--- config.mk ---
export PLATFORM = sky130hd
export DESIGN_NAME = exec_issue_ctrl
export DESIGN_NICKNAME = d
export VERILOG_FILES = /design/src/rtl/exec_ctrl_pkg.sv /design/src/rtl/exec_result_pipe.sv /design/src/rtl/exec_issue_ctrl.sv
export SDC_FILE = /design/constraint.sdc
export NUM_CORES = 1
export LEC_CHECK = 0
export CORE_UTILIZATION = 41
export CTS_CLUSTER_DIAMETER = 30
export DETAILED_ROUTE_END_ITERATION = 8
export MAX_ROUTING_LAYER = met4
export PLACE_DENSITY = 0.75
export SYNTH_ARGS = -nofsm -noshare
export SYNTH_HDL_FRONTEND = slang
export SYNTH_SLANG_ARGS = --single-unit
--- constraint.sdc ---
create_clock -name clock -period 2.45 [get_ports clock]
set_clock_uncertainty 0.05 [all_clocks]
set_input_delay 0.49 -clock clock [delete_from_list [all_inputs] [get_ports clock]]
set_output_delay 0.49 -clock clock [all_outputs]
set_load 0.005 [all_outputs]
--- src/rtl/exec_ctrl_pkg.sv ---
// Shared types and encodings for the Execute issue controller.
package exec_ctrl_pkg;

    typedef enum logic [1:0] {
        ST_IDLE     = 2'd0,
        ST_ISSUE    = 2'd1,
        ST_MEM_WAIT = 2'd2
    } state_e;

    typedef enum logic [1:0] {
        CLS_ALU   = 2'd0,
        CLS_SHIFT = 2'd1,
        CLS_LOAD  = 2'd2,
        CLS_STORE = 2'd3
    } op_class_e;

    localparam logic [2:0] OPSEL_ALU   = 3'b001;
    localparam logic [2:0] OPSEL_SHIFT = 3'b000;
    localparam logic [2:0] OPSEL_LOAD  = 3'b101;
    localparam logic [2:0] OPSEL_STORE = 3'b100;

    typedef struct packed {
        logic       use_imm;
        logic [2:0] opselect;
        logic [2:0] operation;
    } control_word_t;

    typedef struct packed {
        op_class_e  cls;
        logic [2:0] op;
        logic       use_imm;
    } op_t;

    function automatic logic [2:0] class_to_opsel(input op_class_e c);
        logic [2:0] sel;
        sel = OPSEL_ALU;
        case (c)
            CLS_ALU:   sel = OPSEL_ALU;
            CLS_SHIFT: sel = OPSEL_SHIFT;
            CLS_LOAD:  sel = OPSEL_LOAD;
            CLS_STORE: sel = OPSEL_STORE;
            default:   sel = OPSEL_ALU;
        endcase
        return sel;
    endfunction

endpackage

--- src/rtl/exec_result_pipe.sv ---
// EX_LAT-deep valid shift register: flags when Execute's aluout is ready.
module exec_result_pipe #(
    parameter int EX_LAT = 1
) (
    input  logic clock,
    input  logic reset,
    input  logic valid_i,
    output logic valid_o
);

    logic [EX_LAT-1:0] pipe_q;
    logic [EX_LAT:0]   pipe_d;

    assign pipe_d  = {pipe_q, valid_i};
    assign valid_o = pipe_q[EX_LAT-1];

    always_ff @(posedge clock) begin
        if (reset) pipe_q <= '0;
        else       pipe_q <= pipe_d[EX_LAT-1:0];
    end

endmodule

--- src/rtl/exec_issue_ctrl.sv ---
// Issue controller: accepts decode ops, waits on memory for loads (with
// timeout), drives Execute enable/control and tracks result availability.
module exec_issue_ctrl
    import exec_ctrl_pkg::*;
#(
    parameter int EX_LAT      = 1,
    parameter int MEM_TIMEOUT = 8,
    parameter int CNT_W       = 16
) (
    input  logic             clock,
    input  logic             reset,
    input  logic             req_valid,
    output logic             req_ready,
    input  logic [1:0]       req_class,
    input  logic [2:0]       req_op,
    input  logic             req_use_imm,
    input  logic             wb_stall,
    input  logic             mem_ack,
    output logic             mem_req,
    output logic             enable_ex,
    output logic [6:0]       control_in,
    output logic             mem_write_en,
    output logic             result_valid,
    output logic             err_timeout,
    output logic [CNT_W-1:0] issue_count
);

    localparam int TMO_W = (MEM_TIMEOUT > 2) ? $clog2(MEM_TIMEOUT) : 1;
    localparam logic [TMO_W-1:0] TMO_LAST = TMO_W'(MEM_TIMEOUT - 1);

    state_e            state_q, state_d;
    op_t               op_q, op_d, new_op;
    logic [TMO_W-1:0]  tmo_q, tmo_d;
    logic              err_q, err_d;
    logic [CNT_W-1:0]  cnt_q, cnt_d;
    logic              accept;
    state_e            accept_dest;
    control_word_t     cw;

    assign new_op      = '{cls: op_class_e'(req_class), op: req_op, use_imm: req_use_imm};
    assign accept_dest = (new_op.cls == CLS_LOAD) ? ST_MEM_WAIT : ST_ISSUE;

    always_comb begin
        state_d   = state_q;
        op_d      = op_q;
        tmo_d     = '0;
        err_d     = err_q;
        req_ready = !wb_stall && (state_q == ST_IDLE || state_q == ST_ISSUE);
        accept    = req_valid && req_ready;
        enable_ex = (state_q == ST_ISSUE) && !wb_stall;
        mem_req   = (state_q == ST_MEM_WAIT);

        if (accept) op_d = new_op;

        case (state_q)
            ST_IDLE: begin
                if (accept) state_d = accept_dest;
            end
            ST_ISSUE: begin
                // A stalled ISSUE holds its op; otherwise issue and take the next one.
                if (!wb_stall) state_d = accept ? accept_dest : ST_IDLE;
            end
            ST_MEM_WAIT: begin
                if (mem_ack) begin
                    state_d = ST_ISSUE;
                end else if (tmo_q == TMO_LAST) begin
                    state_d = ST_IDLE;
                    err_d   = 1'b1;
                    op_d    = '0;
                end else begin
                    tmo_d = tmo_q + 1'b1;
                end
            end
            default: state_d = ST_IDLE;
        endcase
    end

    assign cnt_d = cnt_q + CNT_W'(enable_ex);

    always_ff @(posedge clock) begin
        if (reset) begin
            state_q <= ST_IDLE;
            op_q    <= '0;
            tmo_q   <= '0;
            err_q   <= 1'b0;
            cnt_q   <= '0;
        end else begin
            state_q <= state_d;
            op_q    <= op_d;
            tmo_q   <= tmo_d;
            err_q   <= err_d;
            cnt_q   <= cnt_d;
        end
    end

    assign cw = '{use_imm: op_q.use_imm, opselect: class_to_opsel(op_q.cls), operation: op_q.op};

    // Control word is only presented while an op sits in ISSUE.
    assign control_in   = (state_q == ST_ISSUE) ? cw : '0;
    assign mem_write_en = enable_ex && (op_q.cls == CLS_STORE);
    assign err_timeout  = err_q;
    assign issue_count  = cnt_q;

    exec_result_pipe #(.EX_LAT(EX_LAT)) u_result_pipe (
        .clock   (clock),
        .reset   (reset),
        .valid_i (enable_ex && (op_q.cls != CLS_STORE)),
        .valid_o (result_valid)
    );

endmodule

### Word-level counts from Yosys, hierarchy flattened

Index checks and enable logic that the tools add are counted.

| word-level totals | value |
|---|---|
| bits of input ports | 11 |
| output and inout bits | 29 |
| bits in registers | 29 |
| word-level logic and storage cells | 48 |

| cells by class | value |
|---|---|
| bitwise operators | 2 |
| muxes and demuxes | 13 |
| add/subtract/negate cells | 2 |
| reductions and logical operators | 12 |
| eq/ne operators | 11 |

Operators with widths:

| kind | count |
|---|---|
| 2-to-1 mux 6 bit | 4 |
| adder 16 x 1 -> 16 bit | 1 |
| 2-to-1 mux 2 bit | 6 |
| one-hot mux 3 bit (4 select lines) | 1 |
| equality test 2 bit (second input constant) | 4 |
| 2-to-1 mux 7 bit | 1 |
| != test 2 bit (second input constant) | 3 |
| one-hot mux 2 bit (3 select lines) | 1 |
| AND reduction 3 bit | 2 |
| logical AND 1 bit | 5 |
| equality test 2 x 1 -> 1 bit (second input constant) | 2 |
| logical NOT 2 bit | 2 |
| OR reduction 4 bit | 1 |
| adder 3 x 1 -> 3 bit (second input constant) | 1 |
| equality test 3 bit (second input constant) | 1 |
| != test 3 x 2 -> 1 bit (second input constant) | 1 |
| NOT 1 bit | 2 |
| logical NOT 1 bit | 1 |
| logical OR 1 bit | 1 |

### Depth between registers and ports, before layout

Gate-level depths: netlist (run 1).

| depth | value |
|---|---|
| depth in word-level cells | 8 |
| gate-level depth with buffers | 7 |
| depth with buffers taken out | 7 |

### By module

Synthesis (run 1) repeated with hierarchy kept, for this count alone.

| second synthesis, totals | value |
|---|---|
| cell total of the unflattened synthesis | 158 |
| area, all modules | 1,341.3 um2 |

By module, submodules not included:

| module | instances | cells an instance | area an instance (um2) | sequential area each (um2) |
|---|---|---|---|---|
| exec_issue_ctrl | 1 | 156 | 1,307.5 | 560.5 |
| exec_result_pipe | 1 | 2 | 33.8 | 20.0 |

### Least setup slack after synthesis (run 1)

OpenSTA, ideal clock, no wires.

| path | value |
|---|---|
| path kind | reg2reg |
| start point | reg state_q[1] |
| end point | reg cnt_q[12] (netlist: issue_count[12]) |
| period minus slack after synthesis | 2.085 ns |
| buffers on the path | 0 |
| stages on the path, launching flop included | 8 |
| data required time | 2.279 ns |
| library setup time | 0.121 ns |
| setup slack | 0.365 ns |
| data arrival time | 1.915 ns |
| path through | dfxtp_1 -> nand2b_1 -> nor2_1 -> ha_1 -> ha_1 -> nand4_1 -> nor4_1 -> mux2_2 |

| on the way | value |
|---|---|
| cells in the longest elaborated chain, start to end | 3 |

RTL lines:

| what | RTL line | text |
|---|---|---|
| start, declared | exec_issue_ctrl.sv:31 | `state_e state_q, state_d;` |
| start signal, assigned | exec_issue_ctrl.sv:88 | `state_q <= state_d;` |
| equality test 2 x 1 -> 1 bit | exec_issue_ctrl.sv:50 | `enable_ex = (state_q == ST_ISSUE) && !wb_stall;` |
| logical AND 1 bit | exec_issue_ctrl.sv:50 |  |
| net enable_ex | exec_issue_ctrl.sv:20 | `output logic enable_ex,` |
| adder 16 x 1 -> 16 bit | exec_issue_ctrl.sv:78 | `assign cnt_d = cnt_q + CNT_W'(enable_ex);` |
| end signal, assigned | exec_issue_ctrl.sv:92 | `cnt_q <= cnt_d;` |
| end, declared | exec_issue_ctrl.sv:35 | `logic [CNT_W-1:0] cnt_q, cnt_d;` |

The timed path passes the listed nets, and every way through them passes these cells.
A chain may end at the register's enable or synchronous reset.

### Final worst setup path (run 1)

| path | value |
|---|---|
| start point | in wb_stall |
| end point | out mem_write_en |

| on the way | value |
|---|---|
| cells in the longest elaborated chain, start to end | 3 |

RTL lines:

| what | RTL line | text |
|---|---|---|
| start, declared | exec_issue_ctrl.sv:17 | `input logic wb_stall,` |
| logical NOT 1 bit | - |  |
| logical AND 1 bit | exec_issue_ctrl.sv:50 |  |
| logical AND 1 bit | exec_issue_ctrl.sv:100 | `assign mem_write_en = enable_ex && (op_q.cls == CLS_STORE);` |
| end, declared | exec_issue_ctrl.sv:22 | `output logic mem_write_en,` |

Every way passes these cells.

==> flow_metrics.py, run 1 <==
metrics = {
    "status": {
        "status": "finished clean",
    },
    "setup_path": {
        "cp.arrival_ns": 1.78,
        "slowest_delay_ns": 0.53,
        "cp.required_ns": 1.91,
        "cp_max_fo": 5,
        "critPathTopFamily": "buffers and inverters",
        "critPathLaunchType": "primary input",
        "critPathBufInv": 3,
        "critPathSlowestCell": "clkdlybuf4s50_1",
        "worstPathCellList": "clkdlybuf4s50_1 > buf_4 > nor3_1 > clkdlybuf4s50_1",
        "crit_path_frequent_cell": "clkdlybuf4s50_1",
        "endpoint_kind": "output port",
        "critical_path_class": "in -> out",
    },
    "placed_design": {
        "dp_hpwl_um": 2240,
        "placed_cell_area_um2": 1820,
        "port_buffers": 38,
        "place_congestion": 0.825,
        "dp_cells": 233,
    },
    "drt": {
        "first_pass_iters": 4,
        "via_count": 1239,
        "wire_per_inst_um": 12.1,
        "via_per_inst": 5.14,
        "drc": 0,
        "drtAntennaViolNets": 0,
        "drt_iter0_markers": 48,
        "wirelength_um": 2920,
    },
    "clocking": {
        "htree_levels": 2,
        "hold_buffers": 0,
        "ctsResizeCount": 0,
        "cts_num_sinks": 29,
        "post_cts_buffers": 0,
        "clk_pin_slew_ns": 0.08,
        "clk_latency_ns": 0.32,
        "clockBufferDepth": 2,
        "cts_tree": "built",
        "root_buffer": "clkbuf_4",
        "numCtsBuffers": 5,
    },
    "global_routing": {
        "grt_max_degree": 22,
        "first_global_vias": 1163,
        "antenna_found_initial": 0,
        "grt_overflow_total": 0,
        "groute.usage.overall": 0.196,
        "grt_pass1_wl_um": 4960,
    },
    "power": {
        "swShare": 0.226,
        "p_seq_frac": 0.544,
        "power_density_nw_per_um2": 471,
        "power.leakage_nw": 0.756,
        "power_frac_clock": 0.368,
        "p_int_mw": 0.691,
        "pwr-share-comb": 0.088,
        "irDropWorstVdd_v": 0.000303,
        "p_sw_mw": 0.201,
    },
    "die": {
        "dieArea_um2": 3540,
        "ios": 40,
        "initial_core_util": 0.437,
        "std_cell_rows": 20,
        "die_w_um": 59.5,
        "coreArea_um2": 3100,
        "die_h_um": 59.5,
    },
    "worst_hold_path": {
        "min_path_type": "reg -> reg",
    },
    "synth": {
        "syn_area_per_cell_um2": 9.16,
        "synth_area_um2": 1360,
        "synth_fp_nets": 163,
        "yosysSeqAreaShare": 0.428,
        "ys_warn_count": 0,
        "synth-seq-cells": 29,
        "synthesis.instances": 148,
        "yosysUniqueCellTypes": 35,
    },
    "timing": {
        "slew-limit-headroom": 0.666,
        "max_freq_mhz": 432,
        "setup_viol": 0,
        "rsz0062_at_grt": "false",
        "worst_pin_slew_ns": 0.496,
        "period_needed_ns": 2.32,
        "slew_violations": 0,
        "final-hold-violation-count": 0,
        "fin_crit_sh": 0.946,
    },
    "layout": {
        "final_nets": 211,
        "multi_input_area_um2": 727,
        "num-fill-cells": 299,
        "final_area_um2": 1890,
        "area.growth.synth_to_final_pct": 39.5,
        "drive_gt1_frac": 0.122,
        "antenna_cells": 0,
        "seqCellArea_um2": 581,
        "final_cells": 241,
    },
    "job": {
        "drv_cap": 0,
    },
}
flip-flops by register name, indices dropped and copies added, names as in the netlist:
register               flops
state_q                    2
cw                         4
op_q                       2
tmo_q                      3
err_timeout                1
u_result_pipe.valid_o      1
issue_count               16
Yosys cell counts (all sizes together):
master / number / share of area
or2: 1 / 0.0046
and2: 7 / 0.032
nor3b: 1 / 0.0055
xor2: 2 / 0.013
o32a: 2 / 0.015
ha: 4 / 0.037
nand2b: 2 / 0.0092
nor2b: 10 / 0.046
nor4bb: 1 / 0.0074
a21oi: 6 / 0.022
mux2: 5 / 0.042
clkbuf: 3 / 0.0083
a41o: 1 / 0.0074
o31ai: 4 / 0.026
inv: 5 / 0.014
nand3: 6 / 0.026
mux2i: 6 / 0.044
xnor2: 1 / 0.0065
nand4: 5 / 0.034
conb: 1 / 0.0028
and3: 1 / 0.0046
or4: 3 / 0.017
or3b: 1 / 0.0065
nor3: 1 / 0.0037
buf: 2 / 0.014
nor2: 22 / 0.061
or3: 3 / 0.014
nor4: 6 / 0.028
o21ai: 3 / 0.011
nand2: 4 / 0.011
dfxtp: 29 / 0.43
worst register-to-register path, cell delays in order (launching register included):
cell and delay (ns):
dfxtp_1 0.39, nand2b_1 0.20, nor2_1 0.15, ha_1 0.19, ha_1 0.17, nand4_1 0.19, nor4_1 0.30, mux2_2 0.37
metal layers:
layer  vias to the layer above  GRT usage  share of wire
li1                        621          -              -
met1                       592      0.232           0.47
met2                        22      0.297           0.48
met3                         4     0.0590          0.034
met4                         0      0.103          0.020
met5                         -          -              0
layout by cell type, fill, tap and decap left out, types with 2 or more instances in the layout:
cell / count
xor2_1: 2
inv_1: 5
a21oi_1: 6
mux2_2: 5
or4_1: 3
or3_1: 3
nand2_1: 4
nor2b_1: 10
o32a_1: 2
nor4_1: 6
nand3_1: 5
and2_1: 7
buf_4: 8
clkbuf_4: 5
mux2i_1: 6
nand4_1: 4
o31ai_1: 3
dfxtp_1: 29
clkbuf_8: 2
nand2b_1: 2
clkdlybuf4s50_1: 38
ha_1: 4
o21ai_0: 3
nor2_1: 22
power by group through the flow:
stage,combinational [mW],clock [mW],sequential (mW)
2_1_floorplan,0.0394,0,0.495
3_3_place_gp,0.0772,0,0.496
3_5_place_dp,0.0789,0,0.497
4_1_cts,0.0790,0.344,0.486
5_1_grt,0.0862,0.373,0.487
6_report,0.0783,0.328,0.485
final timing paths:
path,slack (ns),cells past startpoint,endpoint,from
worst max-delay path,0.13,4,mem_write_en,wb_stall
worst min-delay path,0.39,1,tmo_q[0],tmo_q[0]
worst max register to register,0.33,7,issue_count[14],state_q[1]
worst min register to register,0.39,1,tmo_q[0],tmo_q[0]
metrics by stage:
step | power (mW) | TNS (ns) | hold WS (ns) | utilization | setup slack [ns]
after floorplan | 0.535 | 0 | 0.348 | - | 0.365
after global placement | 0.573 | 0 | 0.358 | 0.587 | 0.111
after detailed placement | 0.575 | -0.0437 | 0.385 | 0.587 | -0.0305
after CTS | 0.908 | 0 | 0.399 | 0.610 | 0.0994
after global routing | 0.946 | 0 | 0.421 | 0.610 | 0.0327
final | 0.892 | 0 | 0.392 | 0.610 | 0.133
cell type report:
| type | count | share of cell area |
|---|---|---|
| clock inverters | 1 | 0.00265 |
| flip-flops and latches | 29 | 0.307 |
| multi-input cells | 109 | 0.384 |
| clock buffers | 7 | 0.0344 |
| well taps | 44 | 0.0291 |
| inverters | 5 | 0.00992 |
| repair buffers | 46 | 0.233 |
kinds of logic (layout without fill, tap and decap cells):
family                     after synthesis  after routing  share of synthesized area
and+or+nand+nor                         74             74                      0.310
DFF                                     29             29                      0.428
AOI/OAI and AO/OA                       16             16                     0.0812
muxes                                   11             11                     0.0858
buffers and inverters                   10             59                     0.0360
adders and majority gates                4              4                     0.0369
xor gates and xnor gates                 3              3                     0.0194
other                                    1              1                    0.00276
Power figures use the tool's default switching activity.
==> inputs of run 2 (changes only) <==
--- a/config.mk
+++ b/config.mk
@@ -5,11 +5,12 @@
 export SDC_FILE = /design/constraint.sdc
 export NUM_CORES = 1
 export LEC_CHECK = 0
+export ABC_CLOCK_PERIOD_IN_PS = 2450
 export CORE_UTILIZATION = 41
 export CTS_CLUSTER_DIAMETER = 30
 export DETAILED_ROUTE_END_ITERATION = 8
 export MAX_ROUTING_LAYER = met4
-export PLACE_DENSITY = 0.75
+export PLACE_DENSITY = 0.72
 export SYNTH_ARGS = -nofsm -noshare
 export SYNTH_HDL_FRONTEND = slang
 export SYNTH_SLANG_ARGS = --single-unit
==> run 2 against run 1 <==
Critical path depth did not move. Clock power barely moved. Final cell count did not move. Sequential share of layout area barely moved. Hold slack got worse by 0.0048 ns. Count of clock-buffer cells in the layout did not move. Critical path type unchanged. Core utilization rose by 0.081 points. Sequential power barely moved. First-iteration DRC count fell by 38%. Via count fell by 3.2%. Global-route usage fell by 1.2 points.
==> flow_metrics.py, run 2 (synthesis results as in run 1) <==
metrics = {
    "status": {
        "status": "finished clean",
    },
    "placed_design": {
        "placed_cell_area_um2": 1820,
        "port_buffers": 38,
        "dp_cells": 233,
        "dp_hpwl_um": 2130,
        "place_congestion": 0.807,
        "pre_cts_slack_ns": 0.0231,
    },
    "setup_path": {
        "cp.arrival_ns": 1.78,
        "r2r-end": "issue_count[12]",
        "endpoint_kind": "output port",
        "slowest_delay_ns": 0.52,
        "critical_path_class": "in -> out",
        "critPathCapture": "mem_write_en",
        "timing.rr.start": "state_q[1]",
        "worstPathCellList": "clkdlybuf4s50_1 > buf_4 > nor3_1 > clkdlybuf4s50_1",
        "reg2regPathDepth": 7,
        "cp.required_ns": 1.91,
        "crit_path_frequent_cell": "clkdlybuf4s50_1",
        "critPathLaunch": "wb_stall",
        "cp_max_fo": 5,
        "critPathSlowestCell": "clkdlybuf4s50_1",
        "rrSetupSlack_ns": 0.39,
        "critPathLaunchType": "primary input",
    },
    "layout": {
        "antenna_cells": 0,
        "area.growth.synth_to_final_pct": 39.7,
        "layout_commonest_cell": "clkdlybuf4s50_1",
        "final_nets": 211,
        "final_cells": 241,
        "final_util": 0.610,
        "largest_reg_flops": 16,
        "final_area_um2": 1890,
        "drive_gt1_frac": 0.127,
        "num-fill-cells": 299,
        "final_cell_mix": "38 x clkdlybuf4s50_1, 29 x dfxtp_1, 22 x nor2_1",
    },
    "power": {
        "power.leakage_nw": 0.756,
        "power_density_nw_per_um2": 470,
        "pwr-share-comb": 0.088,
        "p_int_mw": 0.691,
        "irDropWorstVdd_v": 0.000266,
        "p_seq_frac": 0.545,
        "swShare": 0.224,
        "p_sw_mw": 0.200,
        "power.total_mw": 0.891,
        "power_frac_clock": 0.366,
    },
    "drt": {
        "drc": 0,
        "via_count": 1199,
        "wirelength_um": 2750,
        "first_pass_iters": 4,
        "drt_iter0_markers": 30,
        "via_per_inst": 4.98,
        "wire_per_inst_um": 11.4,
        "drtAntennaViolNets": 0,
    },
    "clocking": {
        "ctsResizeCount": 0,
        "htree_levels": 2,
        "numCtsBuffers": 5,
        "clk_latency_ns": 0.32,
        "post_cts_buffers": 0,
        "clk_pin_slew_ns": 0.08,
        "cts_tree": "built",
        "clockBufferDepth": 2,
        "cts_num_sinks": 29,
        "hold_buffers": 0,
        "root_buffer": "clkbuf_4",
    },
    "timing": {
        "final-hold-violation-count": 0,
        "setup_viol": 0,
        "period_needed_ns": 2.32,
        "fin_worst_hold_slack_ns": 0.387,
        "rsz0062_at_grt": "false",
        "fin_crit_sh": 0.949,
        "setup_slack_ns": 0.125,
        "max_freq_mhz": 430,
        "slew_violations": 0,
        "fin_setup_tns_ns": 0,
        "worst_pin_slew_ns": 0.494,
        "slew-limit-headroom": 0.667,
    },
    "job": {
        "drv_cap": 0,
    },
    "global_routing": {
        "met1_usage": 0.234,
        "first_global_vias": 1061,
        "grt_overflow_total": 0,
        "met3_usage": 0.0393,
        "antenna_found_initial": 0,
        "grt_pass1_wl_um": 4640,
        "grtUsageMet2": 0.276,
        "grt-busiest-layer": "met2",
        "grt_max_degree": 20,
        "groute.usage.overall": 0.184,
    },
    "die": {
        "std_cell_rows": 20,
        "coreArea_um2": 3100,
        "die_h_um": 59.5,
        "ios": 40,
        "dieArea_um2": 3540,
        "initial_core_util": 0.437,
        "die_w_um": 59.5,
    },
    "worst_hold_path": {
        "min_from": "tmo_q[0]",
        "holdPathStages": 1,
        "min_path_type": "reg -> reg",
    },
}
[run 2: cell counts in the layout (fill, tap and decap cells not counted)]
Identical to the previous run, type by type.
[run 2: area by class of cell]
type,instances,area [um2],area share
Clock buffer,7,65.1,0.0343
Timing Repair Buffer,46,440,0.232
Tap cell,44,55.1,0.0291
Multi-Input combinational cell,109,729,0.385
Inverter,5,18.8,0.00991
Clock inverter,1,5.00,0.00264
Sequential cell,29,581,0.306
[run 2: per-layer routing]
metal	up-vias	routed length [um]
li1	618	-
met1	548	1280
met3	5	106
met5	-	0
met2	28	1320
met4	0	41
[run 2: how the worst min path moves through the flow]
stage               end
6_report       tmo_q[0]
4_1_cts        tmo_q[0]
3_5_place_dp   tmo_q[0]
5_1_grt        tmo_q[0]
2_1_floorplan  tmo_q[0]
3_3_place_gp   tmo_q[0]
[run 2: power groups by stage]
stage                     combinational (mW)  clock [mW]  sequential (mW)
after floorplan                       0.0394           0            0.495
after global placement                0.0772           0            0.496
after detailed placement              0.0791           0            0.497
after CTS                             0.0795       0.340            0.486
after global routing                  0.0866       0.360            0.488
final                                 0.0788       0.326            0.486
[run 2: critical path, delay by kind of cell]
family | cells | cell delay [ns]
buffers and inverters | 3 | 1.10
AND/OR/NAND/NOR | 1 | 0.19
==> inputs of run 3 (changes only) <==
--- a/config.mk
+++ b/config.mk
@@ -5,12 +5,11 @@
 export SDC_FILE = /design/constraint.sdc
 export NUM_CORES = 1
 export LEC_CHECK = 0
-export ABC_CLOCK_PERIOD_IN_PS = 2450
 export CORE_UTILIZATION = 41
 export CTS_CLUSTER_DIAMETER = 30
 export DETAILED_ROUTE_END_ITERATION = 8
 export MAX_ROUTING_LAYER = met4
-export PLACE_DENSITY = 0.72
+export PLACE_DENSITY = 0.75
 export SYNTH_ARGS = -nofsm -noshare
 export SYNTH_HDL_FRONTEND = slang
 export SYNTH_SLANG_ARGS = --single-unit
==> constraint.sdc (replaced) <==
create_clock -name clock -period 1.9 [get_ports clock]
set_clock_uncertainty 0.05 [all_clocks]
set_input_delay 0.38 -clock clock [delete_from_list [all_inputs] [get_ports clock]]
set_output_delay 0.38 -clock clock [all_outputs]
set_load 0.005 [all_outputs]
==> run 3 against run 2 <==
Sequential power up 29%. Critical path depth up 4. Setup slack worse by 0.079 ns. First-iteration DRC count up 30%. Core utilization up 4.8 points. Flip-flop and latch count unchanged.
==> flow_metrics.py, run 3 (synthesis results as in run 1) <==
metrics = {
    "clocking": {
        "cts_num_sinks": 29,
        "root_buffer": "clkbuf_4",
        "numCtsBuffers": 5,
        "clk_pin_slew_ns": 0.09,
        "clk_latency_ns": 0.33,
        "cts_tree": "built",
        "htree_levels": 2,
        "clockBufferDepth": 2,
    },
    "power": {
        "irDropWorstVdd_v": 0.000403,
        "power.total_mw": 1.18,
        "power_density_nw_per_um2": 576,
        "power.leakage_nw": 0.896,
    },
    "die": {
        "coreArea_um2": 3100,
        "initial_core_util": 0.437,
        "ios": 40,
        "dieArea_um2": 3540,
        "die_w_um": 59.5,
        "std_cell_rows": 20,
        "die_h_um": 59.5,
    },
    "timing": {
        "slew-limit-headroom": 0.673,
        "final-hold-violation-count": 0,
        "slew_violations": 0,
        "fin_crit_sh": 0.975,
        "period_needed_ns": 1.85,
        "worst_pin_slew_ns": 0.487,
        "rsz0062_at_grt": "true",
        "setup_viol": 0,
        "max_freq_mhz": 540,
    },
    "layout": {
        "final_util": 0.658,
        "largest_reg_flops": 16,
        "antenna_cells": 0,
        "num-fill-cells": 275,
        "area.growth.synth_to_final_pct": 50.6,
        "drive_gt1_frac": 0.223,
        "multi_input_area_um2": 813,
        "final_nets": 220,
        "final_cells": 250,
        "seqCellArea_um2": 583,
        "final_cell_mix": "27 x dfxtp_1, 27 x clkdlybuf4s50_1, 20 x nor2_1",
    },
    "global_routing": {
        "groute.usage.overall": 0.211,
        "grt_overflow_total": 0,
        "grt_pass1_wl_um": 5390,
        "antenna_found_initial": 0,
        "first_global_vias": 1248,
        "grt_max_degree": 14,
    },
    "drt": {
        "wirelength_um": 3170,
        "first_pass_iters": 5,
        "drc": 0,
        "via_per_inst": 5.14,
        "drt_iter0_markers": 39,
        "via_count": 1286,
        "drtAntennaViolNets": 0,
        "wire_per_inst_um": 12.7,
    },
    "setup_path": {
        "cp.arrival_ns": 2.06,
        "crit_path_frequent_cell": "ha_4",
        "critPathSlowestCell": "or4_1",
        "cp.required_ns": 2.11,
        "slowest_delay_ns": 0.41,
        "endpoint_kind": "flip-flop",
        "critPathBufInv": 1,
        "cp_max_fo": 6,
        "critPathLaunchType": "flip-flop",
        "critical_path_class": "reg -> reg",
        "worstPathCellList": "nand2b_4 > nor2_4 > ha_4 > ha_4 > nand4_1 > buf_4 > or4_1 > a21oi_1",
        "critPathTopFamily": "simple AND/OR/NAND/NOR gates",
    },
    "placed_design": {
        "dp_hpwl_um": 2350,
        "dp_cells": 238,
        "port_buffers": 38,
        "place_congestion": 0.812,
    },
    "worst_hold_path": {
        "min_path_type": "reg -> reg",
    },
    "status": {
        "status": "finished clean",
    },
    "job": {
        "drv_cap": 0,
    },
}
run 3: path summary, 6_finish.rpt:
| check | start | cells after the start | slack, ns | endpoint |
|---|---|---|---|---|
| worst min-delay path | tmo_q[0] | 1 | 0.38 | tmo_q[0] |
| worst max register to register | state_q[1] | 8 | 0.05 | issue_count[10] |
| worst min register to register | tmo_q[0] | 1 | 0.38 | tmo_q[0] |
| worst max-delay path | state_q[1] | 8 | 0.05 | issue_count[10] |
run 3: cell type report:
cell class              instances  share of cell area
inverters                       5             0.00919
clock inverters                 1             0.00245
clock buffers                   7              0.0319
repair buffers                 55               0.246
well taps                      44              0.0270
multi-input cells             109               0.398
flip-flops and latches         29               0.286
run 3: per-layer routing:
layer  wire length [um]  GRT usage
met5                  0          -
met4                 80      0.113
met3                146     0.0459
met2               1580      0.355
met1               1360      0.231
run 3: worst register-to-register path, stage by stage (launching register included):
cell and delay, ns:
dfxtp_2 0.33, nand2b_4 0.15, nor2_4 0.11, ha_4 0.15, ha_4 0.12, nand4_1 0.12, buf_4 0.18, or4_1 0.41
a21oi_1 0.16
run 3: power by group:
group | internal (mW) | switching [mW]
combinational | 0.0710 | 0.0533
clock | 0.214 | 0.211
sequential | 0.619 | 0.00827
run 3: timing repair:
item                                    in CTS  in global routing
pin swaps                                    4                  0
gates resized for setup                     17                  8
endpoints found under the setup margin      12                  9
setup buffers                                3                  1
hold buffers                                 0                  0
run 3: through the flow:
stage          worst slack (ns)  hold WS [ns]  area [um2]  setup TNS (ns)
3_3_place_gp             -0.342         0.360        1900           -3.51
3_5_place_dp             -0.418         0.369        1900           -4.25
2_1_floorplan           -0.0712         0.348        1400         -0.0712
6_report                 0.0468         0.381        2040               0
4_1_cts                 -0.0356         0.385        2010         -0.0356
5_1_grt                -0.00945         0.407        2040         -0.0149
